[src/rtl/fifo_pkg.sv]
// fifo_pkg: default FIFO geometry and pointer-width helper.
package fifo_pkg;
    localparam int DEF_WIDTH = 8;
    localparam int DEF_DEPTH = 16;
    function automatic int ptr_w(input int depth);
        return (depth > 1) ? $clog2(depth) : 1;
    endfunction
endpackage

[src/rtl/fifo_mem.sv]
// fifo_mem: simple dual-port storage, one write port and one registered read port, no reset.
module fifo_mem #(
    parameter int WIDTH = 8,
    parameter int DEPTH = 16,
    parameter int AW    = 4
) (
    input  logic             clk,
    input  logic             we,
    input  logic [AW-1:0]    waddr,
    input  logic [WIDTH-1:0] wdata,
    input  logic             re,
    input  logic [AW-1:0]    raddr,
    output logic [WIDTH-1:0] rdata
);
    logic [WIDTH-1:0] mem [DEPTH];
    always_ff @(posedge clk) begin
        if (we) mem[waddr] <= wdata;
        if (re) rdata <= mem[raddr];
    end
endmodule

[src/rtl/sync_fifo_param.sv]
// sync_fifo_param: single-clock FIFO with occupancy counter, status flags and sticky error flags.
module sync_fifo_param
    import fifo_pkg::*;
#(
    parameter int WIDTH    = DEF_WIDTH,
    parameter int DEPTH    = DEF_DEPTH,
    parameter int AF_LEVEL = DEPTH - 2,
    parameter int AE_LEVEL = 2
) (
    input  logic                     clk,
    input  logic                     reset_n,
    input  logic                     clr,
    input  logic                     w_en,
    input  logic [WIDTH-1:0]         data_in,
    input  logic                     r_en,
    output logic [WIDTH-1:0]         data_out,
    output logic                     data_valid,
    output logic [$clog2(DEPTH):0]   counter,
    output logic                     full,
    output logic                     empty,
    output logic                     almost_full,
    output logic                     almost_empty,
    output logic                     overflow,
    output logic                     underflow
);
    localparam int AW = ptr_w(DEPTH);
    localparam int CW = $clog2(DEPTH) + 1;
    localparam logic [CW-1:0] FULL_CNT = CW'(DEPTH);
    localparam logic [CW-1:0] AF_CNT   = CW'(AF_LEVEL);
    localparam logic [CW-1:0] AE_CNT   = CW'(AE_LEVEL);

    if (DEPTH < 2 || (DEPTH & (DEPTH - 1)) != 0) begin : g_bad_depth
        $error("sync_fifo_param: DEPTH must be a power of 2 and at least 2");
    end
    if (AF_LEVEL < 1 || AF_LEVEL > DEPTH) begin : g_bad_af
        $error("sync_fifo_param: AF_LEVEL out of range 1..DEPTH");
    end
    if (AE_LEVEL < 0 || AE_LEVEL > DEPTH - 1) begin : g_bad_ae
        $error("sync_fifo_param: AE_LEVEL out of range 0..DEPTH-1");
    end
    if (WIDTH < 1) begin : g_bad_width
        $error("sync_fifo_param: WIDTH must be at least 1");
    end

    logic [AW-1:0]    w_ptr, r_ptr;
    logic [WIDTH-1:0] mem_q;
    logic             wr_ok, rd_ok, out_live;

    assign full         = counter == FULL_CNT;
    assign empty        = counter == '0;
    assign almost_full  = counter >= AF_CNT;
    assign almost_empty = counter <= AE_CNT;
    assign wr_ok        = reset_n & ~clr & w_en & ~full;
    assign rd_ok        = reset_n & ~clr & r_en & ~empty;
    // Storage has no reset, so data_out reads as zero until the first read after reset.
    assign data_out     = out_live ? mem_q : '0;

    fifo_mem #(.WIDTH(WIDTH), .DEPTH(DEPTH), .AW(AW)) u_mem (
        .clk   (clk),
        .we    (wr_ok),
        .waddr (w_ptr),
        .wdata (data_in),
        .re    (rd_ok),
        .raddr (r_ptr),
        .rdata (mem_q)
    );

    always_ff @(posedge clk) begin
        if (!reset_n) begin
            w_ptr      <= '0;
            r_ptr      <= '0;
            counter    <= '0;
            data_valid <= 1'b0;
            overflow   <= 1'b0;
            underflow  <= 1'b0;
            out_live   <= 1'b0;
        end else if (clr) begin
            w_ptr      <= '0;
            r_ptr      <= '0;
            counter    <= '0;
            data_valid <= 1'b0;
            overflow   <= 1'b0;
            underflow  <= 1'b0;
        end else begin
            w_ptr      <= w_ptr + AW'(wr_ok);
            r_ptr      <= r_ptr + AW'(rd_ok);
            counter    <= counter + CW'(wr_ok) - CW'(rd_ok);
            data_valid <= rd_ok;
            overflow   <= overflow | (w_en & full);
            underflow  <= underflow | (r_en & empty);
            out_live   <= out_live | rd_ok;
        end
    end
endmodule

[config.mk]
export PLATFORM = sky130hd
export DESIGN_NAME = sync_fifo_param
export DESIGN_NICKNAME = d
export VERILOG_FILES = /design/src/rtl/fifo_pkg.sv /design/src/rtl/fifo_mem.sv /design/src/rtl/sync_fifo_param.sv
export SDC_FILE = /design/constraint.sdc
export NUM_CORES = 1
export LEC_CHECK = 0
export CELL_PAD_IN_SITES_DETAIL_PLACEMENT = 0
export CELL_PAD_IN_SITES_GLOBAL_PLACEMENT = 1
export CORE_AREA = 3 3 112 114
export CTS_CLUSTER_SIZE = 14
export DETAILED_ROUTE_END_ITERATION = 12
export DIE_AREA = 0 0 115 117
export DONT_BUFFER_PORTS = 1
export PLACE_DENSITY_LB_ADDON = 0.1
export SETUP_SLACK_MARGIN = 0.1
export SLEW_MARGIN = 15
export SYNTH_ARGS = -nofsm -noshare
export SYNTH_HDL_FRONTEND = slang
export SYNTH_SLANG_ARGS = --single-unit
[constraint.sdc]
create_clock -name clk -period 2.9 [get_ports clk]
set_input_delay 0 -clock clk [delete_from_list [all_inputs] [get_ports clk]]
set_output_delay 0 -clock clk [all_outputs]
set_load 0.1 [all_outputs]
; ---- Yosys cells after proc, flatten, opt, wreduce, memory -nomap -nowiden
; Memories as Yosys holds them, arrays and structs flattened. A register that Yosys moved wholly into a read port is not among the register bits.
; Cells that the tools add are included.
[classes]
addsub = 4
order_cmp = 2
n_eq_ne = 1
mux = 3
bitwise_logic = 14
reduce_logical = 2
[ops]
columns = cell, n
row1 = 4-bit by 1-bit adder with 4-bit output, 2
row2 = 8-bit two-way mux, 1
row3 = 1-bit AND, 7
row4 = 5-bit by 1-bit adder with 5-bit output, 1
row5 = "5-bit equality test, second input constant", 1
row6 = "5-bit by 4-bit greater-or-equal comparator with 1-bit output, second input constant", 1
row7 = "5-bit by 2-bit <= comparator with 1-bit output, second input constant", 1
row8 = 5-bit zero test, 1
row9 = 5-bit by 1-bit subtractor with 5-bit output, 1
row10 = 1-bit NOT, 4
row11 = 1-bit OR, 3
row12 = 1-bit two-way mux, 2
row13 = 2-bit OR reduction, 1
[totals]
register_bits = 17
mem_bits_rw = 128
input_bits = 13
wordCells = 34
memories = 1
[memory_table]
columns = name, words, word_bits, rd, rd_ports_with_merged_regs, write_ports, line_no
row1 = u_mem.mem, 16, 8, 1, 1, 1, fifo_mem.sv:15  ; logic [WIDTH-1:0] mem [DEPTH];

; ---- Depth between registers and ports, before layout
; Gate-level depths: netlist of run 1.
[depth]
ltp_word = 6
mapped_depth = 13
ltp_nobuf = 13

; ---- Modules after synthesis
; Synthesis of run 1 repeated with hierarchy kept, for this count alone.
[unflattened]
cells_unflattened = 326
area_unflattened_um2 = 6157.2
[by_module_without_submodules]
columns = module, instances, cells_per_inst, area_each_um2, seq_area_each_um2
row1 = fifo_mem, 1, 229, 5227.5, 4083.9
row2 = sync_fifo_param, 1, 97, 929.6, 340.3

; ---- Worst setup path after synthesis of run 1
; Ideal clock, no wire load.
[synth_timing]
path_type = register -> register
startpoint = reg counter[2]
endpoint = reg counter[4]
setup_time_ns = 0.128
t_arrival_ns = 3.686
required_ns = 2.772
path_slack_ns = -0.914
stages_incl_launch_ff = 13
period_less_slack_ns = 3.814
cell_sequence = dfxtp_1 > inv_1 > ha_1 > nor4b_4 > nor3b_4 > o21ai_0 > ha_1 > inv_1 > fa_1 > o21bai_1 > a21oi_1 > xnor2_1 > nor2_1
[synth_via]
elab_cells_between_ends = 8
[synth_lines]
columns = item, line_no
row1 = "start, declared", sync_fifo_param.sv:18  ; output logic [$clog2(DEPTH):0] counter,
row2 = "start signal, assigned", sync_fifo_param.sv:87  ; counter <= counter + CW'(wr_ok) - CW'(rd_ok);
row3 = 5-bit zero test, sync_fifo_param.sv:50  ; assign empty = counter == '0;
row4 = named net empty, sync_fifo_param.sv:20  ; output logic empty,
row5 = 1-bit NOT, sync_fifo_param.sv:54  ; assign rd_ok = reset_n & ~clr & r_en & ~empty;
row6 = 1-bit AND, sync_fifo_param.sv:54
row7 = named net rd_ok, sync_fifo_param.sv:47  ; logic wr_ok, rd_ok, out_live;
row8 = 5-bit by 1-bit subtractor with 5-bit output, sync_fifo_param.sv:87
; The timed path passes the listed nets, and every way through them passes these cells.
; A chain may end at the register's enable or synchronous reset.

; ---- Final worst setup path of run 1
[layout_timing]
startpoint = reg counter[3]
endpoint = reg counter[4]
[layout_via]
elab_cells_between_ends = 8
[layout_lines]
columns = item, line_no
row1 = 5-bit zero test, sync_fifo_param.sv:50
row2 = 1-bit NOT, sync_fifo_param.sv:54
row3 = 1-bit AND, sync_fifo_param.sv:54
row4 = named net rd_ok, sync_fifo_param.sv:47
row5 = 5-bit by 1-bit subtractor with 5-bit output, sync_fifo_param.sv:87
; The timed path passes the listed nets, and every way through them passes these cells.

==> flow_metrics.env, run 1 <==
export IMPL_status="completed"
export IMPL_hold_class="in -> reg"
export IMPL_ys_seq_area_share_pct=70.5
export IMPL_cts_sinks=153
export IMPL_dp_cells=526
export IMPL_grt_max_degree=28
export IMPL_rr_worst_depth=13
export IMPL_skew_ns=0.00710
export IMPL_cp_data_arrival_time_ns=2.54
export IMPL_rsz0062_at_grt="no"
export IMPL_first_global_vias=3256
export IMPL_stdcell_count=569
export IMPL_fin_crit_sh_pct=77.7
export IMPL_final_setup_viol_count=0
export IMPL_place_hpwl_mm=8.14
export IMPL_areaGrowthSynthToFinish_pct=18.1
export IMPL_cts_resized=0
export IMPL_fmax_ghz=0.444
export IMPL_rows=39
export IMPL_drc=0
export IMPL_worstMarginPinSlew_ns=0.962
export IMPL_gp_congestion=0.809
export IMPL_synth_edf_count=136
export IMPL_crit_path_max_fanout=3
export IMPL_power_density_nw_per_um2=657
export IMPL_synthArstFlopShare_pct=0
export IMPL_grt_pass1_wl_mm=19.4
export IMPL_rr_endpoint="counter[4]"
export IMPL_max_slew_margin_pct=36.3
export IMPL_portBuffers=0
export IMPL_p_leak_nw=2.50
export IMPL_io_pins=33
export IMPL_ys_ff_latch=153
export IMPL_r2r_start="counter[3]"
export IMPL_r2r_setup_slack_ns=0.65
export IMPL_vias=3226
export IMPL_cts_htree_levels=4
export IMPL_grt_overflow=0
export IMPL_fin_crit_ns=2.25
export IMPL_insertedDiodeCount=0
export IMPL_drive_gt1_share_pct=25.4
export IMPL_synth_cells=362
export IMPL_avgViaCountPerCell=5.67
export IMPL_cts_inserted_buffers=17
export IMPL_finalNetCount=441
export IMPL_ys_flop_type="edfxtp_1"
export IMPL_yosys_warnings=0
export IMPL_hp_start="w_en"
export IMPL_holdPathStages=5
export IMPL_synth_cell_type_count=36
export IMPL_cap_violations=0
export IMPL_hold_violations=0
export IMPL_clk_pin_slew_ns=0.06
export IMPL_final_core_util_pct=64.4
export IMPL_dr_pass1_iters=4
export IMPL_vdd_ir_drop_max_uv=623
export IMPL_coreArea_sq_um=11500
export IMPL_gr_usage_all_layers_pct=20.5
export IMPL_syn_cell_area_sq_um=6270
export IMPL_initial_core_util_pct=54.5
export IMPL_fp_dieArea_sq_um=13500
export IMPL_die_w_um=115
export IMPL_fp_dieH_um=117
export IMPL_drv_slew=0
export IMPL_syn_area_per_cell_sq_um=17.3
export IMPL_antenna_found_initial=0
export IMPL_required_ns=3.19
export IMPL_post_cts_setup_buffer_count=0
export IMPL_clk_latency_ns=0.42
export IMPL_ant_nets=0
export IMPL_root_buffer="clkbuf_16"
export IMPL_wl_mm=12.8
export IMPL_first_iter_violations=275
export IMPL_end_kind="register"
export IMPL_syn_nets=389
export IMPL_min_to="counter[1]"
export IMPL_cts_tree="built"
export IMPL_wl_per_cell_um=22.5
export IMPL_crit_path_start_kind="register"
export IMPL_hold_buffers=12
export IMPL_critPathKind="reg -> reg"
export IMPL_clock_path_buffers=2
-- routing by layer --
| metal | wire, um | vias up | GRT usage (%) | part of all wire (%) |
|---|---|---|---|---|
| li1 | - | 1509 | - | - |
| met1 | 5620 | 1603 | 28.1 | 44 |
| met2 | 6250 | 91 | 31.9 | 49 |
| met3 | 650 | 23 | 4.94 | 5.1 |
| met4 | 261 | 0 | 8.45 | 2.0 |
| met5 | 0 | - | 0 | 0 |
-- where the power goes --
part           switching (W)  internal (W)
clock network       0.000831       0.00151
logic              0.0000878     0.0000350
registers         0.00000548       0.00240
total               0.000924       0.00395
-- cell usage in the layout (no fill, tap or decap), types with 7 or more instances in the layout --
cell type,instances
and2_1,14
nor2_1,22
mux4_2,16
a221oi_1,7
a22oi_1,8
a221oi_2,9
o21ai_0,8
nand2_1,13
dfxtp_1,11
clkbuf_16,17
buf_4,35
edfxtp_1,136
dlygate4sd3_1,12
mux2i_1,33
ha_1,11
-- registers in the layout, summed over array words and instances (netlist names) --
| name | count |
|---|---|
| counter | 5 |
| w_ptr | 4 |
| underflow | 1 |
| u_mem.mem | 128 |
| r_ptr | 4 |
| data_valid | 1 |
| u_mem.rdata | 8 |
| overflow | 1 |
| out_live | 1 |
-- synth_stat cells (all sizes together) (5+ instances only) --
cell type | number | area [sq um]
edfxtp | 136 | 4080
mux2i | 33 | 330
nor2 | 22 | 82.6
dfxtp | 17 | 340
a221oi | 16 | 196
mux4 | 16 | 360
and2 | 14 | 87.6
ha | 13 | 163
nand2 | 13 | 48.8
buf | 12 | 118
inv | 10 | 37.5
o21ai | 10 | 50.1
a22oi | 8 | 60.1
xnor2 | 6 | 52.6
a21oi | 5 | 25.0
-- how the worst max path moves through the flow --
| stage | startpoint | end | slack [ns] | cells past startpoint |
|---|---|---|---|---|
| after global placement | counter[2] | counter[4] | 0.74 | 13 |
| after detailed placement | counter[3] | counter[4] | 0.67 | 13 |
| after CTS | counter[3] | counter[4] | 0.65 | 13 |
| after global routing | counter[3] | counter[4] | 0.48 | 13 |
| final | counter[3] | counter[4] | 0.65 | 13 |
| after floorplan | counter[2] | counter[4] | -0.42 | 12 |
-- final cells by class --
class	count	area (sq um)
clock buffer	17	425
clock inverter	14	205
inverter	10	42.5
timing repair buffer	49	423
sequential	153	4440
tap	143	179
fill	854	4100
multi-input combinational	183	1700
-- critical path, stage by stage, from the launching register on --
cell and delay [ns]:
dfxtp_4 0.36, inv_4 0.05, ha_4 0.15, nor4b_4 0.13, nor3b_4 0.20, nand2_1 0.12
o21ai_1 0.10, ha_2 0.20, inv_2 0.04, fa_2 0.34, o21bai_1 0.13, a21oi_1 0.09
xnor2_1 0.15, nor2_1 0.05
-- cell families after synthesis --
family | count (synthesis) | synth area share [%]
simple gates | 70 | 6.12
fa+ha+maj | 14 | 2.91
xor+xnor | 7 | 0.977
buf+inv | 26 | 2.71
compound gates | 43 | 5.76
flops | 153 | 70.5
mux | 49 | 11.0
-- per-stage QoR --
step | setup WS (ns) | hold WS (ns) | power, W | instance area (sq um) | TNS [ns]
CTS | 0.646 | 0.0373 | 0.00490 | 7410 | 0
floorplan | -0.415 | 0.0989 | 0.00252 | 6310 | -1.03
detailed placement | 0.665 | 0.0997 | 0.00254 | 6660 | 0
global placement | 0.741 | 0.0998 | 0.00254 | 6660 | 0
global route | 0.483 | 0.0803 | 0.00501 | 7410 | 0
finish | 0.647 | 0.0420 | 0.00487 | 7410 | 0
(Power assumes the default switching activity.)
==> run 2, diff against run 1 <==
--- a/config.mk
+++ b/config.mk
@@ -7,10 +7,10 @@
 export LEC_CHECK = 0
 export CELL_PAD_IN_SITES_DETAIL_PLACEMENT = 0
 export CELL_PAD_IN_SITES_GLOBAL_PLACEMENT = 1
-export CORE_AREA = 3 3 112 114
+export CORE_AREA = 3 3 118 120
 export CTS_CLUSTER_SIZE = 14
 export DETAILED_ROUTE_END_ITERATION = 12
-export DIE_AREA = 0 0 115 117
+export DIE_AREA = 0 0 121 123
 export DONT_BUFFER_PORTS = 1
 export PLACE_DENSITY_LB_ADDON = 0.1
 export SETUP_SLACK_MARGIN = 0.1
==> constraint.sdc (replaced) <==
create_clock -name clk -period 1.9 [get_ports clk]
set_input_delay 0 -clock clk [delete_from_list [all_inputs] [get_ports clk]]
set_output_delay 0 -clock clk [all_outputs]
set_load 0.1 [all_outputs]
==> flow_metrics.env, run 2 (same netlist as run 1, synthesis figures left out) <==
export IMPL_status="finished, violations left"
export IMPL_failed_checks="negative setup slack"
export IMPL_r2r_start="counter[3]"
export IMPL_drc=0
export IMPL_stdcell_count=636
export IMPL_cts_inserted_buffers=17
export IMPL_max_slew_margin_pct=51.7
export IMPL_largest_register_ffs=128
export IMPL_mostFrequentLayoutCell="edfxtp_1"
export IMPL_seq_power_share_pct=49.7
export IMPL_wl_per_cell_um=20.9
export IMPL_grt_pass1_wl_mm=20.5
export IMPL_cts_sinks=153
export IMPL_crit_path_start_kind="register"
export IMPL_fp_dieH_um=123
export IMPL_clk_pin_slew_ns=0.05
export IMPL_largest_register="u_mem.mem"
export IMPL_cts_tree="built"
export IMPL_die_w_um=121
export IMPL_finalPower_w=0.00737
export IMPL_max_stage_delay_ns=0.36
export IMPL_r2r_setup_slack_ns=-0.30
export IMPL_ant_nets=0
export IMPL_finalNetCount=474
export IMPL_areaGrowthSynthToFinish_pct=29.5
export IMPL_hold_ws_ns=0.0219
export IMPL_crit_chain="inv_4 > ha_4 > nor4b_4 > nor3b_4 > nand2_1 > o21ai_1 > ha_2 > inv_2 > fa_2 > o21bai_1 > a21oi_1 > xnor2_1 > nor2_1"
export IMPL_p_sw_share_pct=19.5
export IMPL_final_setup_viol_count=92
export IMPL_root_buffer="clkbuf_16"
export IMPL_rsz0062_at_grt="yes"
export IMPL_clk_latency_ns=0.42
export IMPL_skew_ns=0.00796
export IMPL_switchingPower_w=0.00144
export IMPL_critPathKind="reg -> reg"
export IMPL_wl_mm=13.3
export IMPL_fp_dieArea_sq_um=14900
export IMPL_required_ns=2.20
export IMPL_slowest_stage="dfxtp_4"
export IMPL_gr_usage_all_layers_pct=19.4
export IMPL_power_clock_fraction_pct=47.2
export IMPL_dp_cells=579
export IMPL_first_global_vias=3397
export IMPL_drv_slew=0
export IMPL_vdd_ir_drop_max_uv=625
export IMPL_cp_data_arrival_time_ns=2.50
export IMPL_crit_path_max_fanout=3
export IMPL_end_kind="register"
export IMPL_io_pins=33
export IMPL_insertedDiodeCount=0
export IMPL_fin_crit_sh_pct=116
export IMPL_hold_class="in -> reg"
export IMPL_drive_gt1_share_pct=35.2
export IMPL_portBuffers=0
export IMPL_fin_crit_ns=2.20
export IMPL_place_ws_ns=-0.296
export IMPL_holdPathStages=3
export IMPL_hold_violations=0
export IMPL_finalWorstSetupSlack_ns=-0.297
export IMPL_combPwrFrac_pct=3.1
export IMPL_fmax_ghz=0.455
export IMPL_vias=3397
export IMPL_gp_congestion=0.741
export IMPL_grt_max_degree=33
export IMPL_layout_common_cells="edfxtp_1, buf_4, mux2i_1, buf_12, clkbuf_16"
export IMPL_avgViaCountPerCell=5.34
export IMPL_worstMarginPinSlew_ns=0.722
export IMPL_initial_core_util_pct=48.0
export IMPL_internal_power_w=0.00593
export IMPL_rows=42
export IMPL_cap_violations=0
export IMPL_power_density_nw_per_um2=907
export IMPL_min_to="counter[1]"
export IMPL_clock_path_buffers=2
export IMPL_hp_start="reset_n"
export IMPL_coreArea_sq_um=13100
export IMPL_rr_endpoint="counter[4]"
export IMPL_dr_pass1_iters=6
export IMPL_top_regs="u_mem.mem (128), u_mem.rdata (8), counter (5)"
export IMPL_cts_htree_levels=4
export IMPL_rr_worst_depth=13
export IMPL_antenna_found_initial=0
export IMPL_grt_overflow=0
export IMPL_first_iter_violations=219
export IMPL_p_leak_nw=2.70
export IMPL_place_hpwl_mm=8.55
-- run 2: cell types whose count changed in the layout (fill, tap and decap cells not counted), sizes merged --
cell	delta
clkbuf	+3
bufinv	-1
buf	+33
clkinv	-1
-- run 2: worst max path at each step --
stage,slack [ns],from,to,depth (start not counted)
after floorplan,-1.41,counter[2],counter[4],12
after global placement,-0.24,counter[2],counter[4],13
after detailed placement,-0.30,counter[3],counter[4],13
after CTS,-0.29,counter[3],counter[4],13
after global routing,-0.38,counter[2],counter[4],13
final,-0.30,counter[3],counter[4],13
-- run 2: critical path: cells and delay by family (launching register included) --
family / cells / cell delay (ns)
adder cells (fa/ha/maj): 3 / 0.68
buffers and inverters: 2 / 0.08
flip-flops: 1 / 0.36
AO/OA/AOI/OAI: 3 / 0.32
XOR/XNOR: 1 / 0.13
AND/OR/NAND/NOR: 4 / 0.52
-- run 2: area by class of cell --
cell class              count  area [sq um]
well taps                 176           220
multi-input cells         183          1880
clock inverters            12           174
flip-flops and latches    153          4450
inverters                  10          46.3
repair buffers             82           918
fillers                   966          4960
clock buffers              20           437
-- run 2: stage by stage --
step | instance area, sq um | setup TNS, ns | utilization, %
6_report | 8130 | -5.49 | 62.1
5_1_grt | 8130 | -18.92 | 62.1
4_1_cts | 8090 | -5.13 | 61.8
3_5_place_dp | 7200 | -5.20 | 55.1
3_3_place_gp | 7200 | -1.95 | 55.1
2_1_floorplan | 6490 | -31.03 | -
-- run 2: power by group through the flow --
stage	clock network, W	logic, W	registers [W]
floorplan	0	0.0000838	0.00376
global placement	0	0.000158	0.00374
detailed placement	0	0.000158	0.00374
global route	0.00366	0.000241	0.00367
finish	0.00348	0.000226	0.00367
CTS	0.00352	0.000227	0.00367
-- run 2: repair_timing --
item                                   in CTS  in global routing
endpoints found under the hold margin     135                  0
resized for setup                           1                  7
pin swaps                                   7                  6
setup endpoints to repair                 136                144
setup buffers                              11                  3
hold buffers                               12                  0
-- run 2: metal layers --
layer	global-route usage, %	vias to the layer above	share of wire, %
met5	0	-	0
met3	4.94	17	3.9
met1	27.6	1725	47
met2	29.7	71	47
li1	-	1584	-
met4	5.88	0	1.4
==> run 3, diff against run 2 <==
--- a/config.mk
+++ b/config.mk
@@ -18,3 +18,4 @@
 export SYNTH_ARGS = -nofsm -noshare
 export SYNTH_HDL_FRONTEND = slang
 export SYNTH_SLANG_ARGS = --single-unit
+export TNS_END_PERCENT = 10
==> flow_metrics.env, run 3 (same netlist as run 1, synthesis figures left out) <==
export IMPL_status="finished, violations left"
export IMPL_failed_checks="negative setup slack"
export IMPL_cp_data_arrival_time_ns=2.50
export IMPL_first_iter_violations=299
export IMPL_fp_dieH_um=123
export IMPL_end_kind="register"
export IMPL_layout_common_cells="edfxtp_1, buf_4, mux2i_1, buf_6, clkbuf_16"
export IMPL_required_ns=2.21
export IMPL_crit_chain="inv_4 > ha_4 > nor4b_4 > nor3b_4 > nand2_1 > o21ai_1 > ha_2 > inv_2 > fa_2 > o21bai_1 > a21oi_1 > xnor2_1 > nor2_1"
export IMPL_insertedDiodeCount=0
export IMPL_cap_violations=0
export IMPL_cts_htree_levels=4
export IMPL_drv_slew=0
export IMPL_io_pins=33
export IMPL_antenna_found_initial=0
export IMPL_portBuffers=0
export IMPL_vias=3325
export IMPL_clock_path_buffers=2
export IMPL_drc=0
export IMPL_n_fill_cell=966
export IMPL_max_slew_margin_pct=54.5
export IMPL_areaGrowthSynthToFinish_pct=25.6
export IMPL_avgViaCountPerCell=5.29
export IMPL_cts_sinks=153
export IMPL_rsz0062_at_grt="yes"
export IMPL_dr_pass1_iters=4
export IMPL_root_buffer="clkbuf_16"
export IMPL_coreArea_sq_um=13100
export IMPL_hold_ws_ns=0.0373
export IMPL_mostFrequentLayoutCell="edfxtp_1"
export IMPL_path_buf_inv=2
export IMPL_grt_pass1_wl_mm=20.3
export IMPL_cts_tree="built"
export IMPL_rows=42
export IMPL_ant_nets=0
export IMPL_finalWorstSetupSlack_ns=-0.287
export IMPL_place_hpwl_mm=8.62
export IMPL_clk_pin_slew_ns=0.06
export IMPL_top_regs="u_mem.mem (128), u_mem.rdata (8), counter (5)"
export IMPL_grt_overflow=0
export IMPL_clk_latency_ns=0.42
export IMPL_critPathKind="reg -> reg"
export IMPL_largest_register_ffs=128
export IMPL_gr_usage_all_layers_pct=19.3
export IMPL_initial_core_util_pct=48.0
export IMPL_finalNetCount=466
export IMPL_fin_crit_ns=2.19
export IMPL_largest_register="u_mem.mem"
export IMPL_fin_setup_tns_ns=-13.92
export IMPL_cts_inserted_buffers=17
export IMPL_fp_dieArea_sq_um=14900
export IMPL_wl_mm=13.2
export IMPL_die_w_um=121
export IMPL_gp_congestion=0.807
export IMPL_crit_path_max_fanout=3
export IMPL_drive_gt1_share_pct=33.4
export IMPL_p_leak_nw=2.65
export IMPL_worstMarginPinSlew_ns=0.681
export IMPL_cp_top_family="adder cells"
export IMPL_hold_violations=0
export IMPL_power_density_nw_per_um2=930
export IMPL_fin_crit_sh_pct=115
export IMPL_r2r_setup_slack_ns=-0.29
export IMPL_wl_per_cell_um=21.0
export IMPL_vdd_ir_drop_max_uv=745
export IMPL_crit_path_start_kind="register"
export IMPL_skew_ns=0.00682
export IMPL_hold_class="in -> reg"
export IMPL_slowest_stage="dfxtp_4"
export IMPL_fmax_ghz=0.457
export IMPL_max_stage_delay_ns=0.35
export IMPL_grt_max_degree=20
export IMPL_final_setup_viol_count=116
export IMPL_first_global_vias=3510
[run 3: changes by cell type in the layout (fill, tap and decap cells not counted), sizes merged]
| cell | change |
|---|---|
| inv | +1 |
| clkinv | -1 |
| buf | -8 |
[run 3: layer usage]
metal	up-vias	track usage [%]	wire length (um)
met3	14	5.90	741
met5	-	0	0
met1	1668	25.0	5580
li1	1566	-	-
met4	0	6.52	191
met2	77	31.4	6650
[run 3: final timing paths]
kind	start	endpoint	cells past startpoint
min reg2reg	underflow	underflow	2
max	counter[2]	counter[4]	13
min	w_en	counter[0]	5
max reg2reg	counter[2]	counter[4]	13
[run 3: timing repair]
item                                   CTS  global route
setup endpoints to repair              112           147
endpoints found under the hold margin  141             0
setup buffers                            0             4
resized for setup                       15            29
pin swaps                                3             4
hold buffers                            12             0
[run 3: power breakdown]
part / switching [W] / internal [W] / leakage [nW]
logic: 0.000147 / 0.0000697 / 0.996
registers: 0.00000700 / 0.00366 / 1.36
clock network: 0.00125 / 0.00219 / 0.290
total: 0.00141 / 0.00592 / 2.65
[run 3: cell type report]
cell class / instances / area [sq um] / area share [%]
repair buffers: 74 / 731 / 9.27
flip-flops and latches: 153 / 4440 / 56.4
well taps: 176 / 220 / 2.79
clock buffers: 20 / 437 / 5.54
inverters: 10 / 47.5 / 0.603
multi-input cells: 183 / 1830 / 23.2
clock inverters: 12 / 174 / 2.21
[run 3: per-stage QoR]
step / cells / utilization (%) / total power (W) / area [sq um] / setup WS [ns]
finish: 628 / 60.2 / 0.00733 / 7880 / -0.287
floorplan: 362 / - / 0.00384 / 6350 / -1.41
detailed placement: 580 / 53.0 / 0.00388 / 6930 / -0.247
global route: 628 / 60.2 / 0.00757 / 7880 / -0.442
global placement: 580 / 53.0 / 0.00388 / 6930 / -0.212
CTS: 624 / 59.0 / 0.00741 / 7720 / -0.264
[run 3: worst register-to-register path, stage by stage, from the launching register on]
cell and delay, ns:
dfxtp_4 0.35, inv_4 0.04, ha_4 0.15, nor4b_4 0.13, nor3b_4 0.21, nand2_1 0.10
o21ai_1 0.09, ha_2 0.20, inv_2 0.04, fa_2 0.33, o21bai_1 0.15, a21oi_1 0.10
xnor2_1 0.14, nor2_1 0.05
